<file path="src/rtl/fp_add_sub_param.sv">
// ---------------------------------------------------------------------------
// fp_add_sub_param
//
// Multi-cycle floating-point adder/subtractor for IEEE-754-style operands with
// configurable exponent (EXP_W) and stored mantissa (MAN_W) widths. Rounding
// is round-to-nearest-even. Subnormal inputs are flushed to signed zero.
//
// Optional feature macro: FP_SPECIALS_EN
//   defined   : all-ones exponent decodes as Inf/NaN; NaN inputs and
//               effective Inf - Inf give a canonical quiet NaN with inv=1.
//   undefined : all-ones exponent is an ordinary finite value; inv stays 0.
//
// Ports
//   clk      in  rising-edge clock
//   reset_n  in  synchronous active-low reset
//   start    in  operation request, sampled only while idle
//   op       in  0: a+b, 1: a-b
//   a, b     in  operands {sign, exp[EXP_W-1:0], man[MAN_W-1:0]}
//   result   out registered result, held until the next completion
//   done     out one-cycle completion pulse
//   busy     out high whenever the unit is not idle
//   ovf      out result saturated to +/-Inf (held)
//   unf      out nonzero result flushed to +/-0 (held)
//   inv      out invalid operation, NaN produced (held)
// ---------------------------------------------------------------------------
module fp_add_sub_param #(
   parameter int EXP_W = 8,
   parameter int MAN_W = 23
) (
   input  logic                   clk,
   input  logic                   reset_n,
   input  logic                   start,
   input  logic                   op,
   input  logic [EXP_W+MAN_W:0]   a,
   input  logic [EXP_W+MAN_W:0]   b,
   output logic [EXP_W+MAN_W:0]   result,
   output logic                   done,
   output logic                   busy,
   output logic                   ovf,
   output logic                   unf,
   output logic                   inv
);

   localparam int W  = EXP_W + MAN_W + 1;       // packed operand width
   localparam int MW = MAN_W + 1;               // mantissa with hidden bit
   localparam int SW = MAN_W + 5;               // {carry, mantissa, G, R, S}
   localparam int XW = EXP_W + $clog2(MAN_W + 2) + 2; // signed working exponent

   localparam logic [EXP_W-1:0]    EXP_ONES = {EXP_W{1'b1}};
   localparam logic [EXP_W-1:0]    EXP_ZERO = {EXP_W{1'b0}};
   localparam logic [MAN_W-1:0]    MAN_ZERO = {MAN_W{1'b0}};
   localparam logic [MAN_W-1:0]    QNAN_MAN = {1'b1, {(MAN_W-1){1'b0}}};
   localparam logic signed [XW-1:0] X_ONE  = {{(XW-1){1'b0}}, 1'b1};
   localparam logic signed [XW-1:0] X_ZERO = {XW{1'b0}};
   localparam logic signed [XW-1:0] X_ALL1 = {{(XW-EXP_W){1'b0}}, {EXP_W{1'b1}}};

   typedef enum logic [2:0] {
      S_IDLE   = 3'd0,
      S_UNPACK = 3'd1,
      S_ALIGN  = 3'd2,
      S_ADD    = 3'd3,
      S_NORM   = 3'd4,
      S_ROUND  = 3'd5,
      S_PACK   = 3'd6
   } state_t;

   // Exponent field of zero encodes zero; subnormals are flushed the same way.
   function automatic logic exp_is_zero(input logic [W-1:0] x);
      return (x[W-2:MAN_W] == EXP_ZERO);
   endfunction

   state_t                 state_q, state_d;
   logic [W-1:0]           a_q, a_d, b_q, b_d;
   logic                   op_q, op_d;
   logic                   sign_q, sign_d;
   logic                   eff_sub_q, eff_sub_d;
   logic signed [XW-1:0]   exp_q, exp_d;
   logic [EXP_W-1:0]       shift_q, shift_d;
   logic [MW-1:0]          m_big_q, m_big_d;
   logic [MW-1:0]          m_small_q, m_small_d;
   logic [MAN_W+3:0]       small_al_q, small_al_d;
   logic [SW-1:0]          sum_q, sum_d;
   logic [MAN_W-1:0]       man_q, man_d;
   logic                   zero_q, zero_d;
   logic                   bypass_q, bypass_d;
   logic [W-1:0]           byp_res_q, byp_res_d;
   logic                   byp_inv_q, byp_inv_d;
   logic [W-1:0]           result_q, result_d;
   logic                   done_q, done_d;
   logic                   busy_q, busy_d;
   logic                   ovf_q, ovf_d;
   logic                   unf_q, unf_d;
   logic                   inv_q, inv_d;

   // Combinational scratch values
   logic                   sa_s, sb_s, a_z_s, b_z_s, a_ge_s, take_byp_s, inc_s;
   logic [EXP_W-1:0]       ea_s, eb_s;
   logic [MAN_W-1:0]       ma_s, mb_s;
   logic [2*MAN_W+3:0]     wide_s;
   logic [SW-1:0]          big_ext_s, small_ext_s, sum_s;
   logic [MW:0]            man_r_s;
`ifdef FP_SPECIALS_EN
   logic                   a_sp_s, b_sp_s, a_nan_s, b_nan_s;
`endif

   // Next-state and datapath computation for every FSM state.
   always_comb begin
      state_d    = state_q;
      a_d        = a_q;
      b_d        = b_q;
      op_d       = op_q;
      sign_d     = sign_q;
      eff_sub_d  = eff_sub_q;
      exp_d      = exp_q;
      shift_d    = shift_q;
      m_big_d    = m_big_q;
      m_small_d  = m_small_q;
      small_al_d = small_al_q;
      sum_d      = sum_q;
      man_d      = man_q;
      zero_d     = zero_q;
      bypass_d   = bypass_q;
      byp_res_d  = byp_res_q;
      byp_inv_d  = byp_inv_q;
      result_d   = result_q;
      done_d     = 1'b0;
      ovf_d      = ovf_q;
      unf_d      = unf_q;
      inv_d      = inv_q;

      // Operand fields; b's sign is folded with the opcode.
      sa_s        = a_q[W-1];
      sb_s        = b_q[W-1] ^ op_q;
      ea_s        = a_q[W-2:MAN_W];
      eb_s        = b_q[W-2:MAN_W];
      ma_s        = a_q[MAN_W-1:0];
      mb_s        = b_q[MAN_W-1:0];
      a_z_s       = exp_is_zero(a_q);
      b_z_s       = exp_is_zero(b_q);
      a_ge_s      = (a_q[W-2:0] >= b_q[W-2:0]);
      take_byp_s  = 1'b0;
      wide_s      = {m_small_q, {(MAN_W+3){1'b0}}} >> shift_q;
      big_ext_s   = {1'b0, m_big_q, 3'b000};
      small_ext_s = {1'b0, small_al_q};
      sum_s       = eff_sub_q ? (big_ext_s - small_ext_s) : (big_ext_s + small_ext_s);
      inc_s       = sum_q[2] & (sum_q[1] | sum_q[0] | sum_q[3]);
      man_r_s     = {1'b0, sum_q[SW-2:3]} + {{MW{1'b0}}, inc_s};
`ifdef FP_SPECIALS_EN
      a_sp_s      = (ea_s == EXP_ONES);
      b_sp_s      = (eb_s == EXP_ONES);
      a_nan_s     = a_sp_s & (ma_s != MAN_ZERO);
      b_nan_s     = b_sp_s & (mb_s != MAN_ZERO);
`endif

      case (state_q)
         S_IDLE: begin
            if (start) begin
               a_d       = a;
               b_d       = b;
               op_d      = op;
               bypass_d  = 1'b0;
               zero_d    = 1'b0;
               byp_inv_d = 1'b0;
               state_d   = S_UNPACK;
            end else begin
               state_d   = S_IDLE;
            end
         end

         S_UNPACK: begin
`ifdef FP_SPECIALS_EN
            if (a_nan_s || b_nan_s || (a_sp_s && b_sp_s && (sa_s != sb_s))) begin
               take_byp_s = 1'b1;
               byp_res_d  = {1'b0, EXP_ONES, QNAN_MAN};
               byp_inv_d  = 1'b1;
            end else if (a_sp_s) begin
               take_byp_s = 1'b1;
               byp_res_d  = a_q;
            end else if (b_sp_s) begin
               take_byp_s = 1'b1;
               byp_res_d  = {sb_s, eb_s, mb_s};
            end else begin
               take_byp_s = 1'b0;
            end
`endif
            if (take_byp_s) begin
               bypass_d = 1'b1;
            end else if (a_z_s && b_z_s) begin
               // -0 only when both effective operands are -0
               bypass_d  = 1'b1;
               byp_res_d = {sa_s & sb_s, EXP_ZERO, MAN_ZERO};
            end else if (a_z_s) begin
               bypass_d  = 1'b1;
               byp_res_d = {sb_s, eb_s, mb_s};
            end else if (b_z_s) begin
               bypass_d  = 1'b1;
               byp_res_d = a_q;
            end else begin
               bypass_d = 1'b0;
            end

            // Larger magnitude supplies sign and provisional exponent.
            if (a_ge_s) begin
               sign_d    = sa_s;
               exp_d     = {{(XW-EXP_W){1'b0}}, ea_s};
               shift_d   = ea_s - eb_s;
               m_big_d   = {1'b1, ma_s};
               m_small_d = {1'b1, mb_s};
            end else begin
               sign_d    = sb_s;
               exp_d     = {{(XW-EXP_W){1'b0}}, eb_s};
               shift_d   = eb_s - ea_s;
               m_big_d   = {1'b1, mb_s};
               m_small_d = {1'b1, ma_s};
            end
            eff_sub_d = sa_s ^ sb_s;

            if (bypass_d) begin
               state_d = S_PACK;
            end else begin
               state_d = S_ALIGN;
            end
         end

         S_ALIGN: begin
            // Beyond MAN_W+2 positions even the hidden bit lands past R.
            if ({{(32-EXP_W){1'b0}}, shift_q} >= 32'(MAN_W + 3)) begin
               small_al_d = {{(MAN_W+3){1'b0}}, 1'b1};
            end else begin
               small_al_d = {wide_s[2*MAN_W+3:MAN_W+3], wide_s[MAN_W+2],
                             wide_s[MAN_W+1], |wide_s[MAN_W:0]};
            end
            state_d = S_ADD;
         end

         S_ADD: begin
            // Subtraction is always big - small, so the result is never negative.
            sum_d = sum_s;
            if (sum_s == {SW{1'b0}}) begin
               zero_d  = 1'b1;
               sign_d  = 1'b0;
               state_d = S_ROUND;
            end else begin
               state_d = S_NORM;
            end
         end

         S_NORM: begin
            if (sum_q[SW-1]) begin
               // Carry out: old LSB becomes G, old G becomes R, R|S collapse to S.
               sum_d   = {1'b0, sum_q[SW-1:2], sum_q[1] | sum_q[0]};
               exp_d   = exp_q + X_ONE;
               state_d = S_ROUND;
            end else if (!sum_q[SW-2]) begin
               // One left shift per cycle; G enters the LSB, S stays sticky.
               sum_d   = {1'b0, sum_q[SW-3:0], sum_q[0]};
               exp_d   = exp_q - X_ONE;
               state_d = S_NORM;
            end else begin
               state_d = S_ROUND;
            end
         end

         S_ROUND: begin
            if (man_r_s[MW]) begin
               man_d = man_r_s[MAN_W:1];
               exp_d = exp_q + X_ONE;
            end else begin
               man_d = man_r_s[MAN_W-1:0];
            end
            state_d = S_PACK;
         end

         S_PACK: begin
            ovf_d = 1'b0;
            unf_d = 1'b0;
            inv_d = 1'b0;
            if (bypass_q) begin
               result_d = byp_res_q;
               inv_d    = byp_inv_q;
            end else if (zero_q) begin
               result_d = {sign_q, EXP_ZERO, MAN_ZERO};
            end else if (exp_q >= X_ALL1) begin
               result_d = {sign_q, EXP_ONES, MAN_ZERO};
               ovf_d    = 1'b1;
            end else if (exp_q <= X_ZERO) begin
               result_d = {sign_q, EXP_ZERO, MAN_ZERO};
               unf_d    = 1'b1;
            end else begin
               result_d = {sign_q, exp_q[EXP_W-1:0], man_q};
            end
            done_d  = 1'b1;
            state_d = S_IDLE;
         end

         default: begin
            state_d = S_IDLE;
         end
      endcase

      busy_d = (state_d != S_IDLE);
   end

   // State and datapath registers with synchronous active-low reset.
   always_ff @(posedge clk) begin
      if (!reset_n) begin
         state_q    <= S_IDLE;
         a_q        <= {W{1'b0}};
         b_q        <= {W{1'b0}};
         op_q       <= 1'b0;
         sign_q     <= 1'b0;
         eff_sub_q  <= 1'b0;
         exp_q      <= X_ZERO;
         shift_q    <= EXP_ZERO;
         m_big_q    <= {MW{1'b0}};
         m_small_q  <= {MW{1'b0}};
         small_al_q <= {(MAN_W+4){1'b0}};
         sum_q      <= {SW{1'b0}};
         man_q      <= MAN_ZERO;
         zero_q     <= 1'b0;
         bypass_q   <= 1'b0;
         byp_res_q  <= {W{1'b0}};
         byp_inv_q  <= 1'b0;
         result_q   <= {W{1'b0}};
         done_q     <= 1'b0;
         busy_q     <= 1'b0;
         ovf_q      <= 1'b0;
         unf_q      <= 1'b0;
         inv_q      <= 1'b0;
      end else begin
         state_q    <= state_d;
         a_q        <= a_d;
         b_q        <= b_d;
         op_q       <= op_d;
         sign_q     <= sign_d;
         eff_sub_q  <= eff_sub_d;
         exp_q      <= exp_d;
         shift_q    <= shift_d;
         m_big_q    <= m_big_d;
         m_small_q  <= m_small_d;
         small_al_q <= small_al_d;
         sum_q      <= sum_d;
         man_q      <= man_d;
         zero_q     <= zero_d;
         bypass_q   <= bypass_d;
         byp_res_q  <= byp_res_d;
         byp_inv_q  <= byp_inv_d;
         result_q   <= result_d;
         done_q     <= done_d;
         busy_q     <= busy_d;
         ovf_q      <= ovf_d;
         unf_q      <= unf_d;
         inv_q      <= inv_d;
      end
   end

   assign result = result_q;
   assign done   = done_q;
   assign busy   = busy_q;
   assign ovf    = ovf_q;
   assign unf    = unf_q;
   assign inv    = inv_q;

endmodule

</file>
<file path="config.mk">
export PLATFORM = sky130hd
export DESIGN_NAME = fp_add_sub_param
export DESIGN_NICKNAME = d
export VERILOG_FILES = /design/src/rtl/fp_add_sub_param.sv
export SDC_FILE = /design/constraint.sdc
export NUM_CORES = 1
export LEC_CHECK = 0
export BUFFER_PORTS_ARGS = -buffer_cell sky130_fd_sc_hd__clkbuf_2
export CAP_MARGIN = 20
export CORE_MARGIN = 5
export CORE_UTILIZATION = 67
export DETAILED_ROUTE_END_ITERATION = 16
export PLACE_DENSITY = 0.85
export RECOVER_POWER = 50
export SYNTH_ARGS = -nofsm -noshare
export SYNTH_HDL_FRONTEND = slang
export SYNTH_SLANG_ARGS = --single-unit
</file>
<file path="constraint.sdc">
create_clock -name clk -period 8.6 [get_ports clk]
set_input_delay 0 -clock clk [delete_from_list [all_inputs] [get_ports clk]]
set_output_delay 0 -clock clk [all_outputs]
set_load 0.02 [all_outputs]
</file>
Word-level counts from Yosys, hierarchy flattened
Cells that the tools add are included.
{ "word_totals": {"ff_bits": 289, "latchBits": 0, "ramBits": 0, "romBits": 0, "input_bits": 68, "out_inout_bits": 37, "word_cells": 119, "n_memories": 0} }
{ "classes": {"add_sub_neg": 7, "n_mul": 0, "div_mod_pow": 0, "n_lt_le_gt_ge": 4, "eq_ne": 11, "shift": 1, "n_mux": 46, "bitwise_logic": 6, "reduce_logical": 21} }
{ "ops": {"columns": ["cell", "n"], "rows": [
  ["two-way mux 32 bit", 4],
  ["two-way mux 31 bit", 3],
  ["two-way mux 27 bit", 3],
  ["two-way mux 23 bit", 3],
  ["case mux 28 bit (2 select lines)", 1],
  [">> shifter 50 x 8 -> 50 bit", 1],
  ["two-way mux 15 bit", 3],
  ["case mux 15 bit (3 select lines)", 1],
  ["greater-or-equal comparator 31 bit", 1],
  ["adder 27 x 27 -> 28 bit", 1],
  ["zero test 28 bit", 1],
  ["two-way mux 28 bit", 1],
  ["subtractor 27 x 27 -> 28 bit", 1],
  ["adder 24 x 1 -> 25 bit", 1],
  ["OR reduction 24 bit", 1],
  ["two-way mux 1 bit", 20],
  ["case mux 3 bit (6 select lines)", 1],
  ["zero test 8 bit", 2],
  ["two-way mux 8 bit", 2],
  ["subtractor 8 bit", 2],
  ["adder 15 x 2 -> 15 bit (second input constant)", 1],
  ["greater-or-equal comparator 15 x 9 -> 1 bit (second input constant)", 1],
  ["<= comparator 15 x 1 -> 1 bit (second input constant)", 1],
  ["subtractor 15 x 2 -> 15 bit (second input constant)", 1],
  ["17 further kinds", 39]
]} }

Depth between registers and ports, before layout
{ "depth": {"ltp_word": 8, "mapped_depth": 16, "ltp_nobuf": 13} }

Least setup slack after synthesis
OpenSTA, ideal clock, no wires.
{ "synth_timing": {"path_kind": "reg-to-reg", "from": "register small_al_q[4]", "to": "register sign_q", "setup_ns": 0.096, "t_arrival_ns": 3.525, "required_time_ns": 8.504, "path_slack_ns": 4.980, "stages_incl_launch_ff": 14, "path_buffers": 0, "period_less_slack_ns": 3.620, "cell_sequence": "dfxtp_1 > inv_1 > ha_1 > a21o_1 > a2111o_1 > a31o_1 > a21o_1 > a21oi_2 > xnor2_1 > or4_1 > or4_1 > and4b_2 > nor2_1 > o41ai_2"} }
{ "synth_between": {"elab_chain_cells": 5, "elab_cells_between_ends": 6, "cone_classes": "add/sub (2); eq/ne (1); mux (1); reduce/logical (2)"} }
{ "synth_rtl": {"columns": ["item", "line_no", "text"], "rows": [
  ["from (decl)", "81", "logic [MAN_W+3:0] small_al_q, small_al_d;"],
  ["from (signal assigned)", "317", "small_al_q <= {(MAN_W+4){1'b0}};"],
  ["from (signal assigned)", "341", "small_al_q <= small_al_d;"],
  ["adder 27 x 27 -> 28 bit or subtractor 27 x 27 -> 28 bit (tied branches)", "145", "sum_s = eff_sub_q ? (big_ext_s - small_ext_s) : (big_ext_s + small_ext_s);"],
  ["two-way mux 28 bit (*)", "145", null],
  ["zero test 28 bit (*)", "239", "if (sum_s == {SW{1'b0}}) begin"],
  ["!= test 2 bit (no line) (*)", null, null],
  ["AND reduction 2 bit (no line) (*)", null, null],
  ["to (signal assigned)", "335", "sign_q <= sign_d;"],
  ["to (decl)", "75", "logic sign_q, sign_d;"]
]} }
Every way passes the cells marked *; elsewhere a longest branch is shown, timed or not.
A chain may end at the register's enable or synchronous reset.

Worst setup path after layout
{ "layout_timing": {"from": "register state_q[0]", "to": "register m_big_q[6]"} }
{ "layout_between": {"elab_chain_cells": 1} }
{ "layout_rtl": {"columns": ["item", "line_no", "text"], "rows": [
  ["from (decl)", "72", "state_t state_q, state_d;"],
  ["from (signal assigned)", "331", "state_q <= state_d;"],
  ["== test 3 x 1 -> 1 bit", "155", "case (state_q)"],
  ["to (signal assigned)", "315", "m_big_q <= {MW{1'b0}};"],
  ["to (signal assigned)", "339", "m_big_q <= m_big_d;"],
  ["to (decl)", "79", "logic [MW-1:0] m_big_q, m_big_d;"]
]} }
No other way between the ends.

==> impl_metrics.toml <==
[pwr]
power_density_mw_per_mm2 = 299
ir_worst_vdd_mv = 0.269
leakagePower_nw = 7.95

[timing]
fin_setup_tns_ns = 0
skew_ns = 0.0198
period_needed_ns = 5.10
fmax_mhz = 196
setup_viol = 0
grt_setup_unrepaired = "false"
slew_viol_final = 259
hold_viol = 0
fin_crit_sh = 0.594
slew_headroom = -2.03
tightest_slew_ns = 4.55

[setup_path]
start_kind = "register"
worst-path-max-fanout = 109
path_class = "register to register"
arrival_ns = 5.54
cp-end-kind = "register"
cp.required_ns = 9.04

[floorplan]
die_w_um = 174
die-area_sq_mm = 0.0304
row_count = 60
start_util = 0.676
die_h_um = 174
coreArea_sq_mm = 0.0268
pin_count = 105

[layout]
drive_above_1_share = 0.0700
fin_util = 0.753
area_growth_pct = 11.3
nNetsFinal = 2624
diodes = 0

[clock_tree]
clock_sinks = 288
clockRootBuffer = "clkbuf_16"
clk_pin_slew_ns = 0.06
numCtsBuffers = 31
clock_latency_ns = 0.59
htreeDepth = 1
clockBufferDepth = 3
cts_tree = "built"

[placement]
place_congestion = 1.03
dpl.hpwl_mm = 41.1
portBuffers = 103

[synth]
synth_fp_nets = 2586
synth_area_sq_mm = 0.0181
synth_edf_count = 0
synthTopCellsByArea = "dfxtp_1, a21oi_1, nor2_1"
ys_seq_elements = 288
synth_flop_cell = "dfxtp_1"
synthArstFlopShare = 0
syn_inst = 2424
ys_types = 76
yosys.area.top_type_share = 0.318
synth_top_cell_by_area = "dfxtp_1"
avgSynthCellArea_sq_um = 7.48
yosysWarnings = 0
ys_seq_area_frac = 0.318

[flow_run]
maxCapViolations = 4

[global_route]
grt_first_pass_wirelength_mm = 94.1
grt_max_degree = 194
grt.total_usage = 0.373
first_global_vias = 17800
grt_overflow_total = 0
antenna_found_initial = 0

[outcome]
violations = "capacitance limit, slew limit"
status = "finished with violations"

[drt]
drt_iter0_drc = 2374
ant_nets = 0
viasPerCell = 6.75
first_pass_iters = 9
wl_per_cell_um = 21.1
num_vias = 19100
wl_mm = 59.6
drc = 0

[min_path]
hold_class = "input pin to register"
[area by class of cell]
cell class	instances	area, sq um
Inverter	103	394
Sequential cell	288	5770
Clock inverter	12	134
Fill cell	2010	6630
Tap cell	341	427
Multi-Input combinational cell	1843	11300
Timing Repair Buffer	195	1290
Clock buffer	44	895
[flip-flops by register name (all words and copies together), names as in the netlist, 8 cells and up]
register    flops
a_q            32
b_q            32
byp_res_q      32
result         32
sum_q          28
small_al_q     27
m_big_q        24
m_small_q      23
man_q          23
exp_q          15
shift_q         8
[synth_stat cells, types with 47 or more instances]
| library cell | number |
|---|---|
| mux2i_1 | 93 |
| clkbuf_1 | 165 |
| nand2_1 | 263 |
| inv_1 | 102 |
| a21oi_1 | 288 |
| a211oi_1 | 85 |
| o21ai_0 | 71 |
| dfxtp_1 | 288 |
| ha_1 | 91 |
| nand3_1 | 47 |
| a221oi_1 | 54 |
| nor2_1 | 350 |
| nor3_1 | 83 |
[worst paths after layout]
| path | end | slack [ns] | depth (start not counted) | start |
|---|---|---|---|---|
| hold reg to reg | man_q[17]$_SDFFE_PN0P_ | 0.47 | 2 | man_q[17]$_SDFFE_PN0P_ |
| setup reg to reg | m_big_q[6]$_SDFFE_PN0P_ | 3.50 | 5 | state_q[0]$_SDFF_PN0_ |
| setup / recovery | m_big_q[6]$_SDFFE_PN0P_ | 3.50 | 5 | state_q[0]$_SDFF_PN0_ |
| hold / removal | sum_q[8]$_SDFFE_PN0P_ | 0.09 | 2 | reset_n |
[placed cells by master (no fill, tap or decap), types with 66 or more instances in the layout]
master	instances
a211oi_1	85
mux2i_1	93
o21ai_0	71
ha_1	91
nor2_1	349
nand2_1	262
nor3_1	83
inv_1	101
clkbuf_2	67
dlygate4sd3_1	66
dfxtp_1	288
a21oi_1	287
[worst max-delay path, stage by stage (launching register included)]
cell and delay, ns:
dfxtp_1 0.63, nand2b_1 0.15, nor2_1 0.27, clkbuf_1 3.19
nor2_1 0.21, a211oi_1 0.44
[through the flow]
stage | worst slack [ns] | hold slack, ns | cells | area (sq um) | power [mW]
floorplan | 4.98 | 0.126 | 2424 | 18100 | 3.82
global placement | 4.49 | 0.223 | 2702 | 18600 | 4.44
detailed placement | 4.30 | 0.228 | 2702 | 18600 | 4.51
CTS | 4.29 | 0.0500 | 2824 | 20200 | 5.88
global route | 3.22 | 0.0744 | 2826 | 20200 | 6.32
finish | 3.50 | 0.0874 | 2826 | 20200 | 6.03
[power by group]
| group | internal (mW) | switching (mW) |
|---|---|---|
| logic | 1.06 | 1.80 |
| registers | 1.52 | 0.285 |
| clock network | 0.785 | 0.573 |
[per-layer routing]
metal,part of all wire,global-route usage
met3,0.098,0.0592
met4,0.058,0.192
met5,0,0
met2,0.46,0.607
met1,0.39,0.479
[logic make-up after synthesis]
logic type / Yosys count / share of synthesized area
muxes: 110 / 0.0638
buffers and inverters: 293 / 0.0617
adders and majority gates: 94 / 0.0661
AOI/OAI and AO/OA: 689 / 0.246
xor gates and xnor gates: 48 / 0.0232
and+or+nand+nor: 901 / 0.221
other: 1 / 0.000207
DFF: 288 / 0.318
[repair_timing]
action / CTS / global route
endpoints found under the hold margin: 66 / 0
hold buffers: 66 / 0
gates resized for setup: 0 / 0
setup buffers: 0 / 0
(Power assumes the default switching activity.)
